==> src/rtl/coupled_weight_ctrl_pkg.sv <==
// Shared constants and helpers for the coupled-cell weight controller.
//   ctrl_state_t : controller FSM encoding
//   weight_mid   : mid-scale (reset) weight for a given number of levels
//   sel_width    : channel-select width, never narrower than one bit
package coupled_weight_ctrl_pkg;

   typedef enum logic [1:0] {
      ST_IDLE = 2'd0,
      ST_RAMP = 2'd1,
      ST_DONE = 2'd2
   } ctrl_state_t;

   function automatic int weight_mid(input int num_weights);
      return num_weights / 2;
   endfunction

   function automatic int sel_width(input int num_ch);
      return (num_ch > 1) ? $clog2(num_ch) : 1;
   endfunction

endpackage

==> src/rtl/coupled_weight_ctrl_lane.sv <==
// weight_ramp_lane: one coupling channel of the weight controller.
// Holds the shadow, target and active weight of a single channel.
//   clk, rst_n : clock, async active-low reset (all weights -> mid-scale)
//   wr_en      : write shadow with wr_val (saturated to NUM_WEIGHTS-1)
//   cap        : load target from the post-write shadow value
//   load_act   : load active from the post-write shadow value (direct apply)
//   step_en    : move active one level toward target
//   shadow     : current shadow weight
//   active     : registered active weight (drives the delay-line tap select)
//   eq         : active equals target
module weight_ramp_lane
   import coupled_weight_ctrl_pkg::*;
#(
   parameter  int NUM_WEIGHTS = 13,
   localparam int WW          = $clog2(NUM_WEIGHTS)
) (
   input  logic          clk,
   input  logic          rst_n,
   input  logic          wr_en,
   input  logic [WW-1:0] wr_val,
   input  logic          cap,
   input  logic          load_act,
   input  logic          step_en,
   output logic [WW-1:0] shadow,
   output logic [WW-1:0] active,
   output logic          eq
);

   localparam logic [WW-1:0] MID_W = WW'(weight_mid(NUM_WEIGHTS));
   localparam logic [WW-1:0] MAX_W = WW'(NUM_WEIGHTS - 1);

   logic [WW-1:0] target;
   logic [WW-1:0] shadow_nxt;

   // Commit sees the shadow as it will be after this edge, so a write in
   // the commit cycle is included.
   always_comb begin
      shadow_nxt = shadow;
      if (wr_en) begin
         shadow_nxt = (wr_val > MAX_W) ? MAX_W : wr_val;
      end
   end

   assign eq = (active == target);

   always_ff @(posedge clk or negedge rst_n) begin
      if (!rst_n) begin
         shadow <= MID_W;
         target <= MID_W;
         active <= MID_W;
      end else begin
         shadow <= shadow_nxt;
         if (cap) begin
            target <= shadow_nxt;
         end
         // Single-level steps toward a target that is itself in range can
         // neither overshoot nor leave [0, NUM_WEIGHTS-1].
         if (load_act) begin
            active <= shadow_nxt;
         end else if (step_en && !eq) begin
            active <= (active < target) ? active + 1'b1 : active - 1'b1;
         end
      end
   end

endmodule

==> src/rtl/coupled_weight_ctrl.sv <==
// coupled_weight_ctrl: coupling-weight controller for the coupled cell.
// Shadow weights are written over the AXI write path; commit applies them to
// the active weights either directly or as an annealing ramp of +-1 steps.
//   clk, axi_rstn          : AXI clock, async active-low reset
//   wready, wr_addr_match  : write strobe and address hit
//   ch_sel                 : channel for write / read
//   wdata                  : write data, low WW bits used
//   rd_shadow, rdata       : combinational read of shadow (1) or active (0)
//   commit, ramp_en        : apply request, ramp_en selects ramped apply
//   ramp_div               : cycles per ramp step minus one
//   active_w               : active weights, channel c at [c*WW +: WW]
//   busy, done             : not idle / one-cycle completion pulse
//
// state   | meaning
// --------+-----------------------------------------------------------
// IDLE    | no apply in progress
// RAMP    | stepping active toward target, one step per divider tick
// DONE    | active equals target; done pulses for this cycle only
module coupled_weight_ctrl
   import coupled_weight_ctrl_pkg::*;
#(
   parameter  int NUM_WEIGHTS = 13,
   parameter  int NUM_CH      = 2,
   parameter  int RAMP_W      = 8,
   localparam int WW          = $clog2(NUM_WEIGHTS),
   localparam int CW          = sel_width(NUM_CH)
) (
   input  logic                 clk,
   input  logic                 axi_rstn,
   input  logic                 wready,
   input  logic                 wr_addr_match,
   input  logic [CW-1:0]        ch_sel,
   input  logic [31:0]          wdata,
   input  logic                 rd_shadow,
   output logic [31:0]          rdata,
   input  logic                 commit,
   input  logic                 ramp_en,
   input  logic [RAMP_W-1:0]    ramp_div,
   output logic [NUM_CH*WW-1:0] active_w,
   output logic                 busy,
   output logic                 done
);

   ctrl_state_t          state;
   logic [RAMP_W-1:0]    div_cnt;
   logic [RAMP_W-1:0]    div_lat;
   logic [NUM_CH-1:0]    wr_en;
   logic [NUM_CH-1:0]    eq_vec;
   logic [NUM_CH*WW-1:0] shadow_all;
   logic [NUM_CH*WW-1:0] active_all;
   logic [WW-1:0]        rd_w;
   logic                 all_eq;
   logic                 load_act;
   logic                 step_en;
   logic                 unused_wdata;

   assign unused_wdata = ^wdata[31:WW];

   assign all_eq   = &eq_vec;
   assign load_act = commit & ~ramp_en;
   // A commit in RAMP always wins over the step for that cycle.
   assign step_en  = (state == ST_RAMP) & ~commit & ~all_eq & (div_cnt == '0);

   for (genvar c = 0; c < NUM_CH; c++) begin : g_lane
      // Selects beyond NUM_CH-1 match no lane, so such writes drop out here.
      assign wr_en[c] = wready & wr_addr_match & (ch_sel == CW'(c));

      weight_ramp_lane #(
         .NUM_WEIGHTS (NUM_WEIGHTS)
      ) u_lane (
         .clk      (clk),
         .rst_n    (axi_rstn),
         .wr_en    (wr_en[c]),
         .wr_val   (wdata[WW-1:0]),
         .cap      (commit),
         .load_act (load_act),
         .step_en  (step_en),
         .shadow   (shadow_all[c*WW +: WW]),
         .active   (active_all[c*WW +: WW]),
         .eq       (eq_vec[c])
      );
   end

   assign active_w = active_all;

   always_comb begin
      rd_w = '0;
      for (int c = 0; c < NUM_CH; c++) begin
         if (ch_sel == CW'(c)) begin
            rd_w = rd_shadow ? shadow_all[c*WW +: WW] : active_all[c*WW +: WW];
         end
      end
   end

   assign rdata = {{(32-WW){1'b0}}, rd_w};

   // Divider is a down-counter loaded with the latched ramp_div; a step is
   // taken at terminal count, giving ramp_div+1 cycles per step.
   always_ff @(posedge clk or negedge axi_rstn) begin
      if (!axi_rstn) begin
         state   <= ST_IDLE;
         div_cnt <= '0;
         div_lat <= '0;
         busy    <= 1'b0;
         done    <= 1'b0;
      end else begin
         done <= 1'b0;
         case (state)
            ST_RAMP: begin
               if (commit && ramp_en) begin
                  div_lat <= ramp_div;
                  div_cnt <= ramp_div;
               end else if (commit || all_eq) begin
                  state <= ST_DONE;
                  done  <= 1'b1;
               end else if (div_cnt == '0) begin
                  div_cnt <= div_lat;
               end else begin
                  div_cnt <= div_cnt - 1'b1;
               end
            end
            default: begin
               state <= ST_IDLE;
               busy  <= 1'b0;
               if (commit && ramp_en) begin
                  state   <= ST_RAMP;
                  busy    <= 1'b1;
                  div_lat <= ramp_div;
                  div_cnt <= ramp_div;
               end else if (commit) begin
                  state <= ST_DONE;
                  busy  <= 1'b1;
                  done  <= 1'b1;
               end
            end
         endcase
      end
   end

endmodule

==> config.mk <==
export PLATFORM = sky130hd
export DESIGN_NAME = coupled_weight_ctrl
export DESIGN_NICKNAME = d
export VERILOG_FILES = /design/src/rtl/coupled_weight_ctrl_pkg.sv /design/src/rtl/coupled_weight_ctrl_lane.sv /design/src/rtl/coupled_weight_ctrl.sv
export SDC_FILE = /design/constraint.sdc
export NUM_CORES = 1
export LEC_CHECK = 0
export BUFFER_PORTS_ARGS = -buffer_cell sky130_fd_sc_hd__buf_2
export CORE_ASPECT_RATIO = 0.8
export CORE_UTILIZATION = 52
export CTS_CLUSTER_SIZE = 14
export DETAILED_ROUTE_END_ITERATION = 16
export PLACE_DENSITY_LB_ADDON = 0.05
export SLEW_MARGIN = 20
export SYNTH_ARGS = -nofsm -noshare
export SYNTH_HDL_FRONTEND = slang
export SYNTH_SLANG_ARGS = --single-unit
==> constraint.sdc <==
create_clock -name clk -period 2.9 [get_ports clk]
set_input_delay 0.29 -clock clk [delete_from_list [all_inputs] [get_ports clk]]
set_output_delay 0.29 -clock clk [all_outputs]
set_load 0.005 [all_outputs]
==> out/results.txt <==
Total grt overflow: 0
Setup TNS: 0 ns
Setup-failing EPs final: 0
Antenna violations before repair: 0
Max Cap Violations: 0
H-tree depth: 2
Post-synth cell types: 49
NumNets Final: 397
CTS Sinks: 44
Port-buffer cells: 33
RePlAce Congestion: 0.833
Outcome: finished, violations left
Ys flop type: dfrtp_1
Row count: 23
Worst EP arrival: 2.90 ns
Syn Inst Count: 295
DRC: 6
Async SR Flop Fraction: 100%
Avg WL per Cell: 14.8 um
Initial DRC Count: 124
Synth Cell Area: 2860 um2
Final Skew: 0.00975 ns
Seq cells post-synth: 44
Crit path required time: 3.13 ns
Post-synth EDFFs: 0
Synthesized area per cell: 9.68 um2
Max FO, Critical Path: 3
Total Routing Usage GR: 22.4%
Clk_lat worst skew: 0.30 ns
Die W: 84.9 um
Leakage power: 1.52 nW
Ant diodes: 0
YS warnings: 0
Post-route ant nets: 0
Starting Density: 55.5%
Root Driver: clkbuf_8
Vias: 2,149
Final core occ: 60.8%
Layout cells sized above 1: 25.1%
Largest net degree at the start of global routing: 45
R2R depth: 12
Clock slew at reported path FFs: 0.08 ns
Register-to-register setup slack: 0.24 ns
Die area: 5800 um2
Vias in the first global route: 2,019
Peak supply drop: 0.000439 V
Setup Fix Bufs, Post-CTS: 0
Crit path capture type: flop
Post-synthesis sequential area ratio: 39.1%
Fin crit share: 91.9%
Routed WL: 5.86 mm
Via density: 5.43
Failing checks: DRC, hold timing
Worst hold slack: -0.0236 ns
Cell Pwr Density: 696 nW/um2
Relative slew slack: 41.3%
RR Endpoint: g_lane[0].u_lane.active[3]
First-pass GRT wire length: 9.79 mm
RSZ-0062 raised after global routing: no
TritonCTS Buffers: 5
Worst slew pin tran: 0.872 ns
Top cell type's share of synthesized area: 28.0%
Area contributors post-synth: dfrtp_1 (28%), dfstp_2 (11%), buf_4 (7.4%)
Area grow syn2layout: 9.59%
Critical path start-end classification: flop to flop
Post-DP HPWL: 4.33 mm
Worst Setup Start Kind: flop
Max-slew violations: 0
Final Hold Viols: 32
Pre-Repair DR Iteration Count: 11
Worst reg2reg path startpoint: g_lane[0].u_lane.target[1]
CTS tree: done
Fillers: 465
Hold_buf cts: 0
Post-cts sizing count: 0
Cell taking the most area after synthesis: dfrtp_1
Hold Crit Class: input pin to asynchronous set/reset pin
Placeable Area: 5150 um2
Vert. Die Dim: 68.3 um
Io pins: 90
Min Tclk post-route: 2.66 ns
Clock buffer depth: 2
F_max: 0.375 GHz
per-layer routing:
metal / wire [um] / global-route usage (%) / up-vias
li1: - / - / 1049
met1: 2950 / 32.0 / 1023
met2: 2570 / 34.0 / 68
met3: 248 / 4.46 / 9
met4: 88 / 8.47 / 0
met5: 0 / 0 / -
state kept, by name, indices dropped and copies added, names as in the netlist:
signal and count:
div_cnt 8, div_lat 8, g_lane.u_lane.active 8, g_lane.u_lane.shadow 8, g_lane.u_lane.target 8, state 2, busy 1, done 1
final cells by class:
| cell class | count | area [um2] | area share [%] |
|---|---|---|---|
| Clock buffer | 7 | 96.3 | 3.08 |
| Clock inverter | 1 | 30.0 | 0.959 |
| Inverter | 22 | 82.6 | 2.64 |
| Multi-Input combinational cell | 220 | 1510 | 48.2 |
| Sequential cell | 44 | 1120 | 35.7 |
| Tap cell | 62 | 77.6 | 2.48 |
| Timing Repair Buffer | 40 | 220 | 7.03 |
cell families after synthesis:
group / after synthesis / synth area share, %
buf+inv: 58 / 11.7
compound gates: 61 / 13.6
mux: 23 / 10.2
xor+xnor: 5 / 1.53
fa+ha+maj: 16 / 7.53
flops: 44 / 39.1
other cells: 1 / 0.131
simple gates: 87 / 16.2
cells in the mapped netlist, types with 3 or more instances:
library cell	instances
and2_1	4
nor2b_1	3
mux4_2	4
clkbuf_1	4
dfrtp_1	32
a31oi_1	5
o211ai_1	7
nor2_1	23
mux2i_1	9
dfstp_2	12
nand2_1	29
xnor2_1	5
a22o_1	3
buf_4	28
nand3_1	9
a21oi_1	23
inv_1	20
o21ai_1	4
mux2_2	10
o21ai_0	7
buf_2	3
ha_1	14
critical path, stage by stage, from the launching register on:
cell and delay [ns]:
dfstp_2 0.54, inv_1 0.04, ha_1 0.28, and2b_2 0.20, o211ai_1 0.19, and2_1 0.21, inv_1 0.10, ha_1 0.32
a21oi_1 0.20, nand2_1 0.11, a2111oi_2 0.28, a31oi_1 0.08, nand3_1 0.07
report_power, final:
group          internal, mW  switching, mW
logic                 0.364          0.423
registers             0.749          0.120
clock network         0.304          0.218
cell usage in the layout, fill, tap and decap left out, drive strengths merged, types with 7 or more instances in the layout:
| cell | instances |
|---|---|
| o21ai | 11 |
| mux2i | 9 |
| dfrtp | 32 |
| nor2 | 23 |
| nand3 | 9 |
| mux2 | 10 |
| conb | 28 |
| o211ai | 7 |
| inv | 20 |
| ha | 14 |
| clkbuf | 7 |
| nand2 | 30 |
| dfstp | 12 |
| buf | 40 |
| a21oi | 23 |
worst max-delay path by stage:
stage | cells after the start | slack, ns | start | end
after floorplan | 11 | 0.37 | g_lane[0].u_lane.active[1] | g_lane[0].u_lane.active[3]
after global placement | 11 | 0.27 | g_lane[0].u_lane.active[1] | g_lane[0].u_lane.active[3]
after detailed placement | 11 | 0.24 | g_lane[0].u_lane.active[1] | g_lane[0].u_lane.active[3]
after CTS | 11 | 0.21 | g_lane[0].u_lane.active[1] | g_lane[0].u_lane.active[3]
after global routing | 12 | 0.009 | g_lane[0].u_lane.target[1] | g_lane[0].u_lane.active[3]
final | 12 | 0.24 | g_lane[0].u_lane.target[1] | g_lane[0].u_lane.active[3]
per-stage QoR:
step | area [um2] | setup slack, ns | hold slack [ns] | power [mW] | cells
3_5_place_dp | 2990 | 0.242 | 0.479 | 1.66 | 386
6_report | 3130 | 0.236 | -0.0236 | 2.18 | 396
3_3_place_gp | 2990 | 0.272 | 0.479 | 1.63 | 386
2_1_floorplan | 2960 | 0.369 | -0.00559 | 1.45 | 322
4_1_cts | 3110 | 0.205 | 0.185 | 2.18 | 394
5_1_grt | 3130 | 0.00888 | 0.0156 | 2.35 | 396
(Power assumes the default switching activity.)
